--- config.mk ---
export PLATFORM = sky130hd
export DESIGN_NAME = mtm_alu_deserializer
export DESIGN_NICKNAME = d
export VERILOG_FILES = /design/src/rtl/mtm_alu_deserializer.sv
export SDC_FILE = /design/constraint.sdc
export NUM_CORES = 1
export LEC_CHECK = 0
export CORE_UTILIZATION = 38
export CTS_CLUSTER_SIZE = 24
export DETAILED_ROUTE_END_ITERATION = 10
export PLACE_DENSITY = 0.64
export SLEW_MARGIN = 20
export SYNTH_ARGS = -nofsm -noshare
export SYNTH_HDL_FRONTEND = slang
export SYNTH_SLANG_ARGS = --single-unit
--- constraint.sdc ---
create_clock -name clk -period 2.2 [get_ports clk]
set_input_delay 0.33 -clock clk [delete_from_list [all_inputs] [get_ports clk]]
set_output_delay 0.33 -clock clk [all_outputs]
set_load 0.05 [all_outputs]
--- src/rtl/mtm_alu_deserializer.sv ---
// mtm_alu_deserializer: serial frame receiver feeding the ALU core.
// Frames are 11 bits, MSB first: start(0), type, 8 payload bits, stop(1).
// Data frames shift operand bytes in (B first, then A); a command frame
// produces a one-cycle out_valid strobe with operands or an error code.
// Optional feature macro: MTM_ALU_CRC_CHECK_EN (enables the CRC4 check).
module mtm_alu_deserializer #(
  parameter int N_DATA = 8
) (
  input  logic        clk,
  input  logic        rst_n,
  input  logic        sin,
  output logic [31:0] A,
  output logic [31:0] B,
  output logic [2:0]  OP,
  output logic [2:0]  err,
  output logic        out_valid
);

  localparam int CW = $clog2(N_DATA + 2);

  typedef enum logic [1:0] {IDLE, TYPE, PAYLOAD, STOP} state_t;

  state_t          state_q, state_d;
  logic [2:0]      bit_cnt_q, bit_cnt_d;
  logic            is_cmd_q;
  logic [7:0]      pay_q;
  logic [63:0]     sr_q;
  logic [CW-1:0]   count_q;
  logic            frame_bad_q;
  logic [31:0]     a_q, b_q;
  logic [2:0]      op_q, err_q;
  logic            vld_q;

  logic [2:0]      op_w;
  logic            op_ok, crc_bad, data_err;
  logic [2:0]      err_d;

  assign op_w = pay_q[6:4];

`ifdef MTM_ALU_CRC_CHECK_EN
  // CRC4, poly x^4+x+1, init 0, MSB first, no reflection/final XOR
  function automatic logic [3:0] crc4(input logic [67:0] msg);
    logic [3:0] c;
    logic       fb;
    c = 4'b0000;
    for (int i = 67; i >= 0; i--) begin
      fb = c[3] ^ msg[i];
      c  = {c[2:0], 1'b0} ^ (fb ? 4'b0011 : 4'b0000);
    end
    return c;
  endfunction

  // compare received CRC field against the operands and opcode
  always_comb begin
    crc_bad = (crc4({sr_q, 1'b1, op_w}) != pay_q[3:0]);
  end
`else
  // CRC field is ignored in this build
  always_comb begin
    crc_bad = 1'b0;
  end
`endif

  // opcode legality and prioritized error code for the command in STOP
  always_comb begin
    op_ok    = (op_w == 3'b000) || (op_w == 3'b001) ||
               (op_w == 3'b100) || (op_w == 3'b101);
    data_err = (count_q != CW'(N_DATA)) || frame_bad_q || !sin;
    err_d    = 3'b000;
    if (data_err)     err_d = 3'b100;
    else if (crc_bad) err_d = 3'b010;
    else if (!op_ok)  err_d = 3'b001;
  end

  // frame sequencing: next state and payload bit counter
  always_comb begin
    state_d   = state_q;
    bit_cnt_d = bit_cnt_q;
    case (state_q)
      IDLE:    if (!sin) state_d = TYPE;
      TYPE:    begin
        state_d   = PAYLOAD;
        bit_cnt_d = 3'd0;
      end
      PAYLOAD: begin
        bit_cnt_d = bit_cnt_q + 3'd1;
        if (bit_cnt_q == 3'd7) state_d = STOP;
      end
      STOP:    state_d = IDLE;
      default: state_d = IDLE;
    endcase
  end

  // state register
  always_ff @(posedge clk or negedge rst_n) begin
    if (!rst_n) begin
      state_q   <= IDLE;
      bit_cnt_q <= 3'd0;
    end else begin
      state_q   <= state_d;
      bit_cnt_q <= bit_cnt_d;
    end
  end

  // frame capture, operand assembly and result strobe
  always_ff @(posedge clk or negedge rst_n) begin
    if (!rst_n) begin
      is_cmd_q    <= 1'b0;
      pay_q       <= 8'h00;
      sr_q        <= 64'h0;
      count_q     <= '0;
      frame_bad_q <= 1'b0;
      a_q         <= 32'h0;
      b_q         <= 32'h0;
      op_q        <= 3'b000;
      err_q       <= 3'b000;
      vld_q       <= 1'b0;
    end else begin
      vld_q <= 1'b0;
      case (state_q)
        TYPE:    is_cmd_q <= sin;
        PAYLOAD: pay_q    <= {pay_q[6:0], sin};
        STOP: begin
          if (is_cmd_q) begin
            // operands are loaded even on error; consumers ignore them then
            vld_q       <= 1'b1;
            b_q         <= sr_q[63:32];
            a_q         <= sr_q[31:0];
            op_q        <= op_w;
            err_q       <= err_d;
            count_q     <= '0;
            frame_bad_q <= 1'b0;
          end else if (sin) begin
            sr_q <= {sr_q[55:0], pay_q};
            if (count_q != CW'(N_DATA + 1)) count_q <= count_q + 1'b1;
          end else begin
            frame_bad_q <= 1'b1;
          end
        end
        default: ;
      endcase
    end
  end

  assign A         = a_q;
  assign B         = b_q;
  assign OP        = op_q;
  assign err       = err_q;
  assign out_valid = vld_q;

endmodule

# Word level (Yosys, flattened, before mapping)
# Index checks and enable logic that the tools add are counted.
# totals
output_inout_bits	71
reg_bits	154
# classes
n_reduce_logical	16
addsub	2
n_mux	13
eq_ne	12
n_bitwise	1
# ops
op	count
2-to-1 mux 4 bit	3
equality test 3 bit (second input constant)	3
!= test 4 bit (second input constant)	2
case mux 2 bit (4 select lines)	1
case mux 3 bit (2 select lines)	1
AND reduction 2 bit	3
AND reduction 3 bit	2
nonzero test 2 bit	3
logical OR 1 bit	5
2-to-1 mux 1 bit	5
adder 4 x 1 -> 4 bit (second input constant)	1
equality test 2 bit (second input constant)	2
2-to-1 mux 2 bit	2
!= test 2 bit (second input constant)	2
adder 3 x 1 -> 3 bit (second input constant)	1
equality test 3 x 1 -> 1 bit (second input constant)	1
zero test 3 bit	1
2-to-1 mux 3 bit	1
equality test 2 x 1 -> 1 bit (second input constant)	1
zero test 2 bit	1
!= test 2 x 1 -> 1 bit (second input constant)	1
zero test 1 bit	1
NOT 1 bit	1

# Logic depth before layout (Yosys ltp)
# logic_depth
word_depth	6
mapped_depth	8
depth_no_buf	5

# Worst setup path after synthesis
# No wires, ideal clock.
# synth_path
kind	register to register
startpoint	register state_q[0]
endpoint	register sr_q[0]
n_path_buf	3
setup_slack_ns	0.552
setup_time_ns	0.125
synth_period_minus_slack_ns	1.648
arrival_time_ns	1.523
stages_incl_launch_ff	8
path_cell_list	dfrtp_1 > ha_1 > buf_4 > nand2_2 > or2_1 > buf_6 > buf_6 > mux2_4
# synth_between
elab_chain_len	2
# synth_rtl
item	line_no	rtl
from (decl)	23	state_t state_q, state_d;
from (signal assigned)	100	state_q <= state_d;
equality test 2 bit	120	case (state_q)
AND reduction 3 bit (no line)	n/a	
to (signal assigned)	134	sr_q <= {sr_q[55:0], pay_q};
to (decl)	27	logic [63:0] sr_q;
# No other way between the ends.
# A chain may end at the register's enable or synchronous reset.

# Worst setup path after layout
# layout_path
startpoint	register b_q[31], in the netlist B[31]
endpoint	output B[31]
# layout_rtl
item	line_no	rtl
from (decl)	30	logic [31:0] a_q, b_q;
from (signal assigned)	127	b_q <= sr_q[63:32];
to (decl)	13	output logic [31:0] B,
# No word-level cell between the ends.

==> metrics.md <==
| Metric | Value |
|---|---|
| Fmax | 509 MHz |
| Setup bufs post-CTS | 0 |
| Initial antenna violation count | 0 |
| Crit Path Class | flop to primary output |
| Yosys warns | 0 |
| Avg Cell Area, Syn | 16.4 um^2 |
| DRT Pass-1 Iters | 4 |
| Crit path buf inv count | 1 |
| Slew HR | 64.4% |
| Setup violations, final | 0 |
| Slew @ Worst Pin | 0.534 ns |
| Startpoint types | flop |
| Number of diodes | 0 |
| Clock Path Buffers | 2 |
| Peak supply drop | 954 uV |
| CP max FO | 2 |
| Area contributors post-synth | dfrtp_1, mux2_4, mux2_2, ha_1, buf_6 |
| Status | finished clean |
| Worst r2r dst | sr_q[20]$_DFFE_PN0P_ |
| H-tree Lvls | 4 |
| Port Buffers | 72 |
| Final hold violations | 0 |
| Root Buffer | clkbuf_16 |
| Area grow syn2layout | 25.7% |
| Via count of the first global-routing pass | 3375 |
| Async SR Flop Fraction | 100% |
| Most common cell after layout, fill and taps aside | dfrtp_1 |
| Initial Utilization | 39.0% |
| Area leader, netlist | dfrtp_1 |
| Worst skew pair latency | 0.42 ns |
| IO Count | 74 |
| Net Count, Synth | 391 |
| DRC violations left | 0 |
| Synth Register Bits | 153 |
| Critical path's slowest cell | clkdlybuf4s50_1 |
| Pwr per Cell Area | 1460 nW/um^2 |
| Total Nets Final | 472 |
| Die Span Y | 130 um |
| Setup TNS | 0 ns |
| Clock sink count | 153 |
| Synthesized area | 6200 um^2 |
| Placeable core area | 15900 um^2 |
| Worst r2r src | state_q[0]$_DFFE_PN0P_ |
| Critical path's largest stage delay | 0.82 ns |
| Critical Path RT | 1.87 ns |
| Synth Instances | 378 |
| Die X | 130 um |
| Total power | 11.4 mW |
| CTS buffer count | 17 |
| Share of cells above drive strength 1 | 38.6% |
| DRT antenna net count | 0 |
| Post-synth EDFFs | 0 |
| DR vias | 3242 |
| RSZ-0062 raised after global routing | false |
| Critical path endpoint category | primary output |
| Global Route Usage Sum | 13.8% |
| Final wirelength | 10.5 mm |
| GPL Wtd Cong | 0.689 |
| Register area share after synthesis | 61.7% |
| Largest net degree at the start of global routing | 59 |
| Most frequent cells in the layout | dfrtp_1, mux2_2, clkdlybuf4s50_1, mux2_4, clkbuf_16 |
| Rows | 46 |
| CTS clk-pin slew, worst paths | 0.06 ns |
| CTS tree | built |
| Die area | 16800 um^2 |
| Finished Cell Area | 7800 um^2 |
| First DRT Iteration DRCs | 172 |
| Max Clock Skew | 0.00608 ns |
| HP Class | primary input to asynchronous set/reset pin |
| FF-to-FF setup slack | 0.26 ns |
| Critical path data arrival time | 1.64 ns |
| Grt ovf | 0 |
| Worst Reg-to-Reg Cells | 5 |
| Leak | 3.83 nW |
| Crit path cell chain | clkdlybuf4s50_1 |
| Max cap viols | 0 |
| Most used DFF post-synth | dfrtp_1 |
| Delay-heaviest family, CP | buffers and inverters |
| Fin crit share | 89.4% |
| Area after DPL | 7170 um^2 |
| Post-synth top area share | 61.7% |
| First-pass GRT wire length | 17.3 mm |
| Count of cell types in the netlist | 33 |
| Pins Over Slew Limit | 0 |
| Period minus WS final | 1.97 ns |
| Post-DP HPWL | 6.80 mm |
| Vias per inst | 4.71 |
| Routed len/inst | 15.2 um |
[cell families (layout without fill, tap and decap cells)]
logic type / after synthesis / after routing / synth area share, %
fa+ha+maj: 10 / 10 / 2.02
compound gates: 19 / 19 / 1.82
flops: 153 / 153 / 61.7
buf+inv: 30 / 124 / 3.13
simple gates: 25 / 25 / 2.22
mux: 140 / 140 / 29.0
other cells: 1 / 1 / 0.0605
[per-stage QoR]
step | instances | util [%] | setup WS [ns] | hold slack (ns)
2_1_floorplan | 378 | - | 0.552 | 0.0344
3_3_place_gp | 655 | 45.1 | 0.272 | 0.330
3_5_place_dp | 655 | 45.1 | 0.273 | 0.336
4_1_cts | 688 | 49.1 | 0.190 | 0.451
5_1_grt | 688 | 49.1 | 0.158 | 0.496
6_report | 688 | 49.1 | 0.234 | 0.442
[cell type report]
| cell class | instances | area (um^2) |
|---|---|---|
| fillers | 1389 | 8090 |
| flip-flops and latches | 153 | 3830 |
| multi-input cells | 195 | 2180 |
| repair buffers | 81 | 855 |
| clock buffers | 21 | 450 |
| well taps | 216 | 270 |
| clock inverters | 11 | 171 |
| inverters | 11 | 41.3 |
[synthesized netlist by cell type (2+ instances only)]
library cell	n
a31oi_1	2
buf_6	7
buf_2	5
inv_1	10
ha_1	10
mux2_4	60
a21oi_1	5
nand3_1	3
buf_4	6
and3b_1	2
nor2_1	3
o21ai_0	6
o22ai_1	2
mux2_2	79
dfrtp_1	153
nand2_1	8
[layer usage]
layer / wire length [um] / track usage (%) / vias to the layer above
met1: 4940 / 18.2 / 1669
met5: 0 / 0 / -
met3: 433 / 3.90 / 21
met2: 4850 / 20.7 / 69
li1: - / - / 1483
met4: 235 / 7.25 / 0
[repair_timing]
item / CTS / global route
hold buffers: 1 / 0
endpoints found under the hold margin: 56 / 0
resized for setup: 0 / 0
[report_power, final]
part	leakage (nW)	switching (mW)	internal (mW)	total (mW)
sequential	2.02	0.687	3.70	4.39
combinational	1.52	2.12	1.86	3.98
clock	0.297	1.10	1.93	3.03
total	3.83	3.91	7.49	11.4
[worst max-delay path by stage]
stage | start | end | depth (start not counted)
after global placement | sin | sr_q[49]$_DFFE_PN0P_ | 5
after detailed placement | state_q[0]$_DFFE_PN0P_ | sr_q[20]$_DFFE_PN0P_ | 5
after global routing | state_q[0]$_DFFE_PN0P_ | sr_q[20]$_DFFE_PN0P_ | 5
after CTS | B[31]$_DFFE_PN0P_ | B[31] | 1
after floorplan | state_q[0]$_DFFE_PN0P_ | sr_q[0]$_DFFE_PN0P_ | 7
final | B[31]$_DFFE_PN0P_ | B[31] | 1
[state kept, by name, indices dropped and copies added, names as in the netlist, 2 cells and up]
name       cells
A             32
B             32
OP             3
bit_cnt_q      3
count_q        4
err            2
pay_q          8
sr_q          64
state_q        2
Note: power is estimated with default switching activity, not from simulation.
